File: src/rtl/mcs51_timer_array_pkg.sv
// Shared definitions for the multi-channel MCS-51 timer/counter.
// Latency: n/a (types and constants only).
// Backpressure: n/a.
package mcs51_timer_pkg;

    // Classic 8051 TMOD mode encoding
    typedef enum logic [1:0] {
        M13    = 2'd0,  // 13-bit prescaled
        M16    = 2'd1,  // full-width
        M8RL   = 2'd2,  // auto-reload
        MSPLIT = 2'd3   // split TH/TL
    } tmode_e;

    // Flops in each pin synchroniser
    localparam int SYNC_DEPTH = 2;

    // Channel-select width; a single channel still gets a 1-bit select
    function automatic int ch_idx_w(input int n);
        return (n > 1) ? $clog2(n) : 1;
    endfunction

endpackage

File: src/rtl/mcs51_timer_array_if.sv
// CPU write port into the timer TH/TL registers.
// Latency: a write lands in the register on the clock it is presented.
// Backpressure: none; the timer accepts a write every cycle.
// Signals: wr_en strobe, wr_ch channel, wr_hi (1 = TH, 0 = TL), wr_data.
interface mcs51_timer_array_if #(
    parameter int NUM_CH = 2,
    parameter int HW     = 8
);
    import mcs51_timer_pkg::*;

    localparam int CH_W = ch_idx_w(NUM_CH);

    logic            wr_en;
    logic [CH_W-1:0] wr_ch;
    logic            wr_hi;
    logic [HW-1:0]   wr_data;

    modport master (output wr_en, wr_ch, wr_hi, wr_data);
    modport slave  (input  wr_en, wr_ch, wr_hi, wr_data);

endinterface

File: src/rtl/mcs51_timer_ch.sv
// One timer/counter channel: pin synchronisers, mode counters, sticky flags.
// Latency: count visible 1 clk after inc; t_pin fall to count 3 clks.
// Backpressure: none; CPU writes override the addressed half immediately.
// Ports: tick (shared prescaler), run controls, pins, per-half write, cnt/tf/tf_hi.
module mcs51_timer_ch
    import mcs51_timer_pkg::*;
#(
    parameter int CNT_W = 16,
    parameter int PRE_W = 5,
    localparam int HW   = CNT_W / 2
) (
    input  logic             clk,
    input  logic             rst_n,
    input  logic             tick,
    input  logic             tr,
    input  logic             gate,
    input  logic             c_t,
    input  logic [1:0]       mode,
    input  logic             t_pin,
    input  logic             int_pin,
    input  logic             tf_clr,
    input  logic             wr_tl,
    input  logic             wr_th,
    input  logic [HW-1:0]    wr_data,
    output logic [CNT_W-1:0] cnt,
    output logic             tf,
    output logic             tf_hi
);

    // Bits of TL that form the mode-0 prescaler field
    localparam logic [HW-1:0] FMASK = HW'((1 << PRE_W) - 1);

    logic [HW-1:0]         tl, th, tl_n, th_n;
    logic [SYNC_DEPTH-1:0] t_sync, int_sync;
    logic                  t_last;
    logic                  t_s, int_s, fe, run, inc, th_tick;
    logic                  tf_set, tfh_set;
    tmode_e                m;

    assign t_s     = t_sync[SYNC_DEPTH-1];
    assign int_s   = int_sync[SYNC_DEPTH-1];
    assign fe      = t_last & ~t_s;
    assign run     = tr & (~gate | int_s);
    assign inc     = run & (c_t ? fe : tick);
    // Split-mode TH ignores gate and c_t entirely
    assign th_tick = tr & tick;
    assign m       = tmode_e'(mode);

    always_comb begin
        tl_n    = tl;
        th_n    = th;
        tf_set  = 1'b0;
        tfh_set = 1'b0;
        case (m)
            M13: begin
                // Upper TL bits above the field are held untouched
                tl_n = (tl & ~FMASK) | ((tl + HW'(inc)) & FMASK);
                if (inc && ((tl & FMASK) == FMASK)) begin
                    th_n   = th + HW'(1);
                    tf_set = &th;
                end
            end
            M16: begin
                {th_n, tl_n} = {th, tl} + CNT_W'(inc);
                tf_set       = inc & (&{th, tl});
            end
            M8RL: begin
                if (inc) begin
                    if (&tl) begin
                        tl_n   = th;
                        tf_set = 1'b1;
                    end else begin
                        tl_n = tl + HW'(1);
                    end
                end
            end
            default: begin
                tl_n    = tl + HW'(inc);
                tf_set  = inc & (&tl);
                th_n    = th + HW'(th_tick);
                tfh_set = th_tick & (&th);
            end
        endcase
        // CPU write beats counting for its half; any carry into it is lost,
        // while the flag still reflects the counting that happened.
        if (wr_tl) tl_n = wr_data;
        if (wr_th) th_n = wr_data;
    end

    always_ff @(posedge clk) begin
        if (!rst_n) begin
            tl       <= '0;
            th       <= '0;
            tf       <= 1'b0;
            tf_hi    <= 1'b0;
            t_sync   <= '0;
            int_sync <= '0;
            t_last   <= 1'b0;
        end else begin
            tl       <= tl_n;
            th       <= th_n;
            // Set beats clear when both land in the same cycle
            tf       <= tf_set  | (tf    & ~tf_clr);
            tf_hi    <= tfh_set | (tf_hi & ~tf_clr);
            t_sync   <= {t_sync[SYNC_DEPTH-2:0], t_pin};
            int_sync <= {int_sync[SYNC_DEPTH-2:0], int_pin};
            t_last   <= t_s;
        end
    end

    assign cnt = {th, tl};

endmodule

File: src/rtl/mcs51_timer_array.sv
// Multi-channel MCS-51 timer/counter: shared prescaler, write decode, channel array.
// Latency: first tick DIV clks after reset release; counts 1 clk after inc.
// Backpressure: none; writes accepted every cycle, flags held until tf_clr.
// Ports: clk/rst_n, cpu write interface, per-channel controls and pins, cnt_q/tf/tf_hi.
module mcs51_timer_array
    import mcs51_timer_pkg::*;
#(
    parameter int NUM_CH = 2,
    parameter int CNT_W  = 16,
    parameter int PRE_W  = 5,
    parameter int DIV    = 12
) (
    input  logic                    clk,
    input  logic                    rst_n,
    mcs51_timer_array_if.slave      cpu,
    input  logic [NUM_CH-1:0]       tr,
    input  logic [NUM_CH-1:0]       gate,
    input  logic [NUM_CH-1:0]       c_t,
    input  logic [2*NUM_CH-1:0]     mode,
    input  logic [NUM_CH-1:0]       t_pin,
    input  logic [NUM_CH-1:0]       int_pin,
    input  logic [NUM_CH-1:0]       tf_clr,
    output logic [NUM_CH*CNT_W-1:0] cnt_q,
    output logic [NUM_CH-1:0]       tf,
    output logic [NUM_CH-1:0]       tf_hi
);

    localparam int HW     = CNT_W / 2;
    localparam int CH_W   = ch_idx_w(NUM_CH);
    localparam int PRE_CW = (DIV > 1) ? $clog2(DIV) : 1;

    logic [PRE_CW-1:0] pre;
    logic              tick;

    // Machine-cycle prescaler shared by every channel
    assign tick = (pre == PRE_CW'(DIV - 1));

    always_ff @(posedge clk) begin
        if (!rst_n)    pre <= '0;
        else if (tick) pre <= '0;
        else           pre <= pre + PRE_CW'(1);
    end

    for (genvar i = 0; i < NUM_CH; i++) begin : g_ch
        logic sel;
        assign sel = cpu.wr_en && (cpu.wr_ch == CH_W'(i));

        mcs51_timer_ch #(
            .CNT_W (CNT_W),
            .PRE_W (PRE_W)
        ) u_ch (
            .clk     (clk),
            .rst_n   (rst_n),
            .tick    (tick),
            .tr      (tr[i]),
            .gate    (gate[i]),
            .c_t     (c_t[i]),
            .mode    (mode[2*i +: 2]),
            .t_pin   (t_pin[i]),
            .int_pin (int_pin[i]),
            .tf_clr  (tf_clr[i]),
            .wr_tl   (sel & ~cpu.wr_hi),
            .wr_th   (sel &  cpu.wr_hi),
            .wr_data (cpu.wr_data[HW-1:0]),
            .cnt     (cnt_q[i*CNT_W +: CNT_W]),
            .tf      (tf[i]),
            .tf_hi   (tf_hi[i])
        );
    end

endmodule

File: src/flat_wrapper.sv
// flat-port wrapper written by rule: the top's interface ports become plain ports
module mcs51_timer_array_flat import mcs51_timer_pkg::*;
#(
    parameter int NUM_CH = 2,
    parameter int CNT_W  = 16,
    parameter int PRE_W  = 5,
    parameter int DIV    = 12
)
  (clk, rst_n, tr, gate, c_t, mode, t_pin, int_pin, tf_clr, cnt_q, tf, tf_hi, cpu_wr_en, cpu_wr_ch, cpu_wr_hi, cpu_wr_data);
  mcs51_timer_array_if #(.NUM_CH(NUM_CH), .HW(8)) cpu_i ();
  input  logic clk;
  input  logic rst_n;
  input  logic [NUM_CH-1:0] tr;
  input  logic [NUM_CH-1:0] gate;
  input  logic [NUM_CH-1:0] c_t;
  input  logic [2*NUM_CH-1:0] mode;
  input  logic [NUM_CH-1:0] t_pin;
  input  logic [NUM_CH-1:0] int_pin;
  input  logic [NUM_CH-1:0] tf_clr;
  output logic [NUM_CH*CNT_W-1:0] cnt_q;
  output logic [NUM_CH-1:0] tf;
  output logic [NUM_CH-1:0] tf_hi;
  input wire logic [$bits(cpu_i.wr_en)-1:0] cpu_wr_en;
  input wire logic [$bits(cpu_i.wr_ch)-1:0] cpu_wr_ch;
  input wire logic [$bits(cpu_i.wr_hi)-1:0] cpu_wr_hi;
  input wire logic [$bits(cpu_i.wr_data)-1:0] cpu_wr_data;
  assign cpu_i.wr_en = cpu_wr_en;
  assign cpu_i.wr_ch = cpu_wr_ch;
  assign cpu_i.wr_hi = cpu_wr_hi;
  assign cpu_i.wr_data = cpu_wr_data;
  mcs51_timer_array #(.NUM_CH(NUM_CH), .CNT_W(CNT_W), .PRE_W(PRE_W), .DIV(DIV)) u_core (.clk(clk), .rst_n(rst_n), .cpu(cpu_i), .tr(tr), .gate(gate), .c_t(c_t), .mode(mode), .t_pin(t_pin), .int_pin(int_pin), .tf_clr(tf_clr), .cnt_q(cnt_q), .tf(tf), .tf_hi(tf_hi));
endmodule
File: config.mk
export PLATFORM = sky130hd
export DESIGN_NAME = mcs51_timer_array_flat
export DESIGN_NICKNAME = d
export VERILOG_FILES = /design/src/rtl/mcs51_timer_array_pkg.sv /design/src/rtl/mcs51_timer_array_if.sv /design/src/rtl/mcs51_timer_ch.sv /design/src/rtl/mcs51_timer_array.sv /design/src/flat_wrapper.sv
export SDC_FILE = /design/constraint.sdc
export NUM_CORES = 1
export LEC_CHECK = 0
export ABC_AREA = 0
export CORE_UTILIZATION = 40
export DETAILED_ROUTE_END_ITERATION = 7
export GPL_TIMING_DRIVEN = 0
export HOLD_SLACK_MARGIN = 0.08
export MAX_ROUTING_LAYER = met4
export REMOVE_ABC_BUFFERS = 1
export SLEW_MARGIN = 30
export SYNTH_ARGS = -nofsm -noshare
export SYNTH_HDL_FRONTEND = slang
export SYNTH_SLANG_ARGS = --single-unit
File: constraint.sdc
create_clock -name clk -period 2.85 [get_ports clk]
set_input_delay 0.285 -clock clk [delete_from_list [all_inputs] [get_ports clk]]
set_output_delay 0.285 -clock clk [all_outputs]
set_load 0.005 [all_outputs]
==> metrics.txt, run 1 <==
status complete, no violations; Comb pwr share 18.5%; RSZ-0062 raised after global routing true; share of layout cells above drive strength 1 6.38%; #FFs+latches synth 50; mapped cell area approximately 3400 sq um; Die Y 93.7 um; Slew HR 43.1%; CTS tree built; ANT cells 0; Crit path max-delay family compound AO/OA/AOI/OAI gates; Synth-to-Final Area Change 21.7%; Max VDD drop 0.204 mV; most used cell, CP ha_1; Core ar. 8180 sq um; Slew Viols, Final 0; I/O pin count between 60 and 70; detailed-route DRC error count 0; Clk pwr share between 20% and 30%; dpl cell area 3960 sq um; P per Cell Area 375 nW/um^2; Setup CP Type register to register; Sequential Power Share between 50% and 60%; period utilization 97.0%; Syn Area/Cell 7.67 sq um; Highest Clock Rate around 360 MHz; Buf/Inv on CP 1; largest net degree at the start of global routing 43; setup ws final 0.0858 ns; Worst Path Arrival 2.98 ns; Worst-path clk slew 0.11 ns; worst slack at placement -0.407 ns; launch point of the worst reg-to-reg path u_core.pre[0]; Max-Cap Viols 0; YS warnings 0; WHS 0.294 ns; Slew @ Worst Pin between 0.8 and 0.9 ns; count of cell types in the netlist 59; DR WL/cell between 15 and 20 um; row cnt 33; worst skew pair latency 0.32 ns; required time worst endpoint ~3.1 ns; drt first pass iters 4; grt ovf 0; number of global-route vias before repair 2940; GRT Util Overall around 23%; post-detailed-routing wire length 9600 um; number of DRC markers in iteration 0 roughly 140; hold path start rst_n; worst-path fanout max 5; Final Total Pwr 1.54 mW; final setup fails 0; PortBufs 64; Crit-path slowest cell dfxtp_1; Final min period between 2 and 3 ns; antenna viol nets, final 0; Final Instance Area 4100 sq um; Hold Path Class input port to register; fraction of registers with async set/reset 0%; Die Area 8790 sq um; area occupied by multi-input gates about 2200 sq um; crit start category register; Max stage delay on crit path 0.34 ns; switching part of the total power 30.8%; Root Buffer clkbuf_8; initial core utilization 41.2%; Leak approximately 1.5 nW; Setup Skew around 0.015 ns; Post-synth EDFFs 0; clock sinks 50; Cells after Synth between 400 and 500; first-pass GRT wire length about 15000 um; GPL Wtd Cong 0.885; predominant post-synthesis flop cell dfxtp_1; Seq/Total Area, Yosys 29.7%; FILL cells 850; Psw 474 uW; Die Width 93.7 um; vias per cell 5.66; initial antenna violation count 0; worst setup path startpoint u_core.pre[0]; CTS Buf Count 5; endpoint class of the critical path register; Post-DP HPWL about 7000 um; register area 1000 sq um; Final #Nets 527; cell internal pwr 1.06 mW; CTS Buffer Depth 2; final count of hold timing violations 0; via count 3344; H-tree depth 2; critical path, cell by cell ha_1 > and4bb_2 > o211ai_1 > inv_1 > ha_1 > ha_1 > and3_2 > and4_1 > o31ai_1 > o22ai_1
cells by family after synthesis:
group                      Yosys count  synth area share [%]
AOI/OAI and AO/OA                  131                  23.7
xor gates and xnor gates            18                  4.68
adders and majority gates           13                  4.83
buffers and inverters               41                  7.21
DFF                                 50                  29.7
muxes                                7                  2.16
and+or+nand+nor                    179                  27.6
per-stage QoR:
step / util [%] / setup TNS (ns) / cells
2_1_floorplan: - / 0 / 411
3_3_place_gp: 48.3 / -3.71 / 580
3_5_place_dp: 48.4 / -2.89 / 581
4_1_cts: 49.7 / 0 / 589
5_1_grt: 50.1 / -0.222 / 591
6_report: 50.1 / 0 / 591
power by group through the flow:
| stage | combinational, mW | sequential [mW] | clock, mW |
|---|---|---|---|
| floorplan | 0.130 | 0.799 | 0 |
| global placement | 0.277 | 0.813 | 0 |
| detailed placement | 0.283 | 0.813 | 0 |
| CTS | 0.285 | 0.798 | 0.466 |
| global route | 0.317 | 0.807 | 0.497 |
| finish | 0.285 | 0.799 | 0.454 |
cells in the mapped netlist, types with 6 or more instances:
master | number | area (sq um)
nand2_1 | 59 | 221
dfxtp_1 | 50 | 1000
o21ai_0 | 46 | 230
a21oi_1 | 40 | 200
nand3_1 | 22 | 110
nor2_1 | 20 | 75.1
and2_1 | 16 | 100
nand4_1 | 15 | 93.8
ha_1 | 13 | 163
inv_1 | 12 | 45.0
xor2_1 | 12 | 105
clkbuf_1 | 11 | 41.3
and3_1 | 10 | 62.6
nor2b_1 | 7 | 43.8
xnor2_1 | 6 | 52.6
cell usage in the layout, fill, tap and decap left out, drive strengths merged, types with 3 or more instances in the layout:
cell           synthesis  layout
xnor2                  6       6
o32ai                  4       4
nor2b                  7       7
clkdlybuf4s50          0      63
nand3                 22      22
mux2i                  5       5
a211oi                 5       5
and4                   3       3
o211ai                 4       4
o2111ai                3       3
nor3b                  4       4
and3                  11      11
inv                   12      13
dfxtp                 50      50
a31oi                  4       4
buf                   12       4
nor2                  20      20
nor3                   4       4
a21oi                 40      40
nand4                 15      15
nand2b                 5       5
nand2                 59      59
a221oi                 5       5
ha                    13      13
clkbuf                15       5
o21ai                 46      46
o22ai                  5       5
and2                  16      16
xor2                  12      12
a22oi                  3       3
worst reg2reg max path, stage by stage (launching register included):
cell,delay [ns]
dfxtp_1,0.34
ha_1,0.25
and4bb_2,0.26
o211ai_1,0.33
inv_1,0.14
ha_1,0.24
ha_1,0.20
and3_2,0.25
and4_1,0.22
o31ai_1,0.32
o22ai_1,0.12
routing by layer:
metal,vias up,share of wire (%),GRT usage (%)
li1,1684,-,-
met1,1533,46,29.8
met2,113,48,36.9
met3,14,4.7,2.67
met4,0,1.9,6.79
met5,-,0,-
sequential cells by signal (all words and copies together) (netlist names):
| name | cells |
|---|---|
| u_core.g_ch.u_ch.th | 16 |
| u_core.g_ch.u_ch.tl | 16 |
| u_core.g_ch.u_ch.int_sync | 4 |
| u_core.g_ch.u_ch.t_sync | 4 |
| u_core.pre | 4 |
| u_core.g_ch.u_ch.t_last | 2 |
| u_core.g_ch.u_ch.tf | 2 |
| u_core.g_ch.u_ch.tf_hi | 2 |
final timing paths:
check	to	slack, ns	cells after the start
hold / removal	u_core.g_ch[1].u_ch.tl[0]	0.29	3
setup reg to reg	u_core.g_ch[0].u_ch.tl[6]	0.09	10
hold reg to reg	u_core.g_ch[1].u_ch.int_sync[1]	0.44	1
setup / recovery	u_core.g_ch[0].u_ch.tl[6]	0.09	10
cell type report:
cell class	instances	area share, %
multi-input cells	348	52.5
flip-flops and latches	50	24.4
repair buffers	67	16.4
well taps	105	3.21
clock buffers	5	1.68
inverters	13	1.19
clock inverters	3	0.580
timing repair:
| action | CTS | global route |
|---|---|---|
| pin swaps | 0 | 2 |
| hold buffers | 0 | 0 |
| setup buffers | 0 | 2 |
| gates resized for setup | 4 | 7 |
| setup endpoints to repair | 11 | 12 |
No activity file was read; power rests on OpenSTA's default activity.
==> inputs of run 2 (changes only) <==
- ABC_CLOCK_PERIOD_IN_PS: default -> 2850
- SLEW_MARGIN: 30 -> default
==> metrics.txt, run 2 (synthesis gave the netlist of run 1 again) <==
GRT met3 Usage 2.91%; required time worst endpoint a little over 3 ns; Setup CP Type register to register; via count 3390; R2R cell count 11; endpoint class of the critical path register; Worst Path Arrival 2.89 ns; top flop regs u_core.g_ch.u_ch.th x16, u_core.g_ch.u_ch.tl x16; Slew HR 41.9%; detailed-route DRC error count 0; status complete, no violations; met2 usage 36.7%; commonest non-fill, non-tap cell in the layout clkdlybuf4s50_1; Setup Skew between 0.01 and 0.015 ns; worst setup path startpoint u_core.pre[0]; CTS Buffer Depth 2; stages on the worst setup path 11; initial antenna violation count 0; period utilization roughly 95%; Slew @ Worst Pin 0.862 ns; Crit-path slowest cell dfxtp_1; worst skew pair latency 0.32 ns; RSZ-0062 raised after global routing true; FILL cells 852; dpl cell area 3940 sq um; GPL Wtd Cong about 0.89; Buf/Inv on CP 1; fin util ~50%; Core ar. 8180 sq um; Die Area 8790 sq um; worst slack at placement -0.393 ns; GRT Util Overall between 20 and 25%; Highest Clock Rate roughly 370 MHz; hold depth 1; first-pass GRT wire length 15200 um; busiest grt layer met2; most frequent cells in the layout clkdlybuf4s50_1 (63), nand2_1 (59), dfxtp_1 (50); critical path, cell by cell ha_2 > and4bb_2 > o211ai_1 > inv_1 > ha_2 > nand4_1 > nor3b_2 > nand2b_1 > a221oi_1 > xnor2_1 > a21oi_1; Max stage delay on crit path 0.37 ns; P per Cell Area 373 nW/um^2; Max-Cap Viols 0; Final #Nets approximately 530; ANT cells 0; setup ws final 0.156 ns; drt first pass iters 5; initial core utilization 41.2%; post-detailed-routing wire length 9700 um; final count of hold timing violations 0; number of DRC markers in iteration 0 147; met1 Usage GRT 29.3%; H-tree depth 2; Die Width 93.7 um; Final min period 2.69 ns; Post-DP HPWL 6910 um; crit start category register; clock sinks 50; Hold Path Class register to register; Max VDD drop 0.205 mV; Root Buffer clkbuf_8; I/O pin count 65; grt ovf 0; launch point of the worst reg-to-reg path u_core.pre[0]; PortBufs 64; Slew Viols, Final 0; Leak ~1.5 nW; Synth-to-Final Area Change 22.0%; final setup fails 0; Crit path max-delay family simple AND/OR/NAND/NOR gates; DR WL/cell 16.4 um; antenna viol nets, final 0; Final Instance Area 4110 sq um; largest net degree at the start of global routing 47; number of global-route vias before repair slightly below 3000; Die Y 93.7 um; worst-path fanout max 5; hold path start u_core.g_ch[1].u_ch.int_sync[0]; share of layout cells above drive strength 1 7.39%; Worst-path clk slew 0.11 ns; Final Total Pwr 1.53 mW; vias per cell 5.73; CTS tree built; CTS Buf Count 5; most used cell, CP ha_2; row cnt 33; Post-CTS Hold Buffers 0; setup tns final 0 ns
[run 2: changes by cell type in the layout (fill, tap and decap cells not counted), sizes merged]
| cell | delta |
|---|---|
| buf | +1 |
[run 2: per-stage QoR]
stage,hold WS (ns),cells
floorplan,0.407,411
global placement,0.415,580
detailed placement,0.421,580
CTS,0.445,588
global route,0.457,592
finish,0.440,592
[run 2: path summary, 6_finish.rpt]
kind / endpoint / slack (ns)
worst max-delay path: u_core.g_ch[0].u_ch.th[7] / 0.16
worst min-delay path: u_core.g_ch[1].u_ch.int_sync[1] / 0.44
worst max register to register: u_core.g_ch[0].u_ch.th[7] / 0.16
worst min register to register: u_core.g_ch[1].u_ch.int_sync[1] / 0.44
[run 2: area by class of cell]
cell class                      instances  area, sq um  area share, %
Clock buffer                            5         68.8           1.68
Clock inverter                          3         23.8          0.579
Inverter                               13         48.8           1.19
Multi-Input combinational cell        348         2170           52.8
Sequential cell                        50         1000           24.4
Tap cell                              105          131           3.20
Timing Repair Buffer                   68          666           16.2
[run 2: per-layer routing]
layer  part of all wire (%)  vias up
met5                      0        -
met4                    2.2        0
met3                    4.9       14
met2                     47      111
met1                     45     1580
li1                       -     1685
[run 2: worst register-to-register path, cell delays in order (launching register included)]
cell and delay [ns]:
dfxtp_1 0.37, ha_2 0.22, and4bb_2 0.26, o211ai_1 0.18, inv_1 0.15, ha_2 0.21
nand4_1 0.14, nor3b_2 0.27, nand2b_1 0.13, a221oi_1 0.37, xnor2_1 0.17, a21oi_1 0.08
[run 2: what timing repair did]
item / in CTS / in global routing
pin swaps: 0 / 3
buffers inserted: 0 / 4
gates cloned: 0 / 0
resized for setup: 4 / 11
setup endpoints to repair: 11 / 12
[run 2: report_power, final]
group / switching [mW] / internal [mW]
sequential: 0.0629 / 0.737
clock: 0.272 / 0.176
combinational: 0.134 / 0.151
==> inputs of run 3 (changes only) <==
- CORE_UTILIZATION: 40 -> 53
- GPL_ROUTABILITY_DRIVEN: default -> 1
- PLACE_DENSITY: default -> 0.81
==> metrics.txt, run 3 (synthesis gave the netlist of run 1 again) <==
commonest non-fill, non-tap cell in the layout clkdlybuf4s50_1; stages on the worst setup path 11; H-tree depth 2; Buf/Inv on CP 1; CTS tree built; Setup Skew 0.00343 ns; cell internal pwr 1.07 mW; ANT cells 0; detailed-route DRC error count 0; Slew Viols, Final 0; I/O pin count 65; Final Total Pwr 1.53 mW; initial antenna violation count 0; most frequent cells in the layout clkdlybuf4s50_1 (63), nand2_1 (59), dfxtp_1 (50); Sequential Power Share 52.1%; required time worst endpoint 3.04 ns; Final Instance Area 4070 sq um; FILL cells 545; Die Width 81.7 um; period utilization 94.3%; R2R cell count 11; Highest Clock Rate 372 MHz; number of DRC markers in iteration 0 380; Die Y 81.7 um; most used cell, CP ha_1; grt ovf 0; hold path start u_core.g_ch[1].u_ch.t_sync[0]; Psw 466 uW; Hold Path Class register to register; drt first pass iters 5; GRT Util Overall 30.5%; DR WL/cell 17.3 um; Worst-path clk slew 0.10 ns; status complete, no violations; PortBufs 64; Comb pwr share between 10% and 20%; launch point of the worst reg-to-reg path u_core.pre[0]; top flop regs u_core.g_ch.u_ch.th x16, u_core.g_ch.u_ch.tl x16; endpoint class of the critical path register; Crit path max-delay family simple AND/OR/NAND/NOR gates; switching part of the total power 30.4%; Crit-path slowest cell dfxtp_1; GPL Wtd Cong about 0.96; CTS Buf Count 5; Final min period 2.69 ns; CTS Buffer Depth 2; Die Area 6680 sq um; clock sinks 50; worst skew pair latency approximately 0.31 ns; dpl cell area 3910 sq um; share of layout cells above drive strength 1 6.53%; Max stage delay on crit path 0.37 ns; antenna viol nets, final 0; hold depth 1; final setup fails 0; Core ar. 6030 sq um; fin util 67.6%; Setup CP Type register to register; critical path, cell by cell ha_1 > and4bb_2 > o211ai_1 > inv_1 > ha_1 > nand4_1 > nor3b_2 > nand2b_1 > a221oi_1 > xnor2_1 > a21oi_1; worst-path fanout max 4; number of global-route vias before repair 2969; Root Buffer clkbuf_8; Leak 1.50 nW; Clk pwr share 29.0%; vias per cell 6.22; Max-Cap Viols 0; R2R Setup Slk 0.16 ns; initial core utilization 55.9%; row cnt 28; Post-DP HPWL ~7100 um; Slew HR 49.6%; crit start category register; WHS 0.443 ns; Slew @ Worst Pin 0.756 ns; largest net degree at the start of global routing 47; via count 3514; Synth-to-Final Area Change 20.9%; P per Cell Area 376 nW/um^2; final count of hold timing violations 0; Max VDD drop 0.408 mV; worst setup path startpoint u_core.pre[0]; first-pass GRT wire length 15000 um; post-detailed-routing wire length 9800 um; Worst Path Arrival approximately 2.9 ns; Final #Nets 531; Post-CTS Hold Buffers 0
[run 3: cell types whose count changed in the layout (fill, tap and decap cells not counted), sizes merged]
cell,delta
clkinv,+1
clkinvlp,-2
buf,+3
clkbuf,+1
[run 3: final timing paths]
check                                                      to
worst max-delay path                u_core.g_ch[0].u_ch.th[3]
worst min-delay path            u_core.g_ch[1].u_ch.t_sync[1]
worst max register to register      u_core.g_ch[0].u_ch.th[3]
worst min register to register  u_core.g_ch[1].u_ch.t_sync[1]
[run 3: cell type report]
cell class	count	area [sq um]	share of cell area [%]
inverter	13	48.8	1.20
timing repair buffer	71	688	16.9
clock buffer	6	72.6	1.78
multi-input combinational	348	2150	52.8
tap	75	93.8	2.30
sequential	50	1000	24.6
clock inverter	2	17.5	0.430
[run 3: per-stage QoR]
stage | setup slack (ns) | instances | setup TNS (ns)
after floorplan | 0.350 | 411 | 0
final | 0.163 | 565 | 0
after CTS | 0.00563 | 558 | 0
after global placement | -0.437 | 550 | -3.34
after global routing | -0.0319 | 565 | -0.0787
after detailed placement | -0.428 | 550 | -3.76
[run 3: power groups by stage]
stage                     Clock [mW]  Sequential (mW)  Combinational, mW
after detailed placement           0            0.813              0.282
after CTS                      0.445            0.797              0.285
after global routing           0.463            0.805              0.319
after global placement             0            0.812              0.275
after floorplan                    0            0.799              0.130
final                          0.444            0.799              0.290
[run 3: repair_timing]
action                                  CTS  global route
endpoints found under the setup margin    7            15
pin swaps                                 0             3
endpoints found under the hold margin     0             0
gates resized for setup                   3             5
setup buffers                             0             7
[run 3: routing by layer]
metal	wire length (um)	vias up	GRT usage, %
met4	130	0	8.60
met5	0	-	-
met2	4370	162	45.4
met3	775	13	5.11
li1	-	1696	-
met1	4530	1643	42.3
[run 3: worst register-to-register path: cells and delay by family, from the launching register on]
kind | cells | cell delay, ns
flops | 1 | 0.37
xor+xnor | 1 | 0.16
simple gates | 4 | 0.90
buf+inv | 1 | 0.13
compound gates | 3 | 0.58
fa+ha+maj | 2 | 0.44
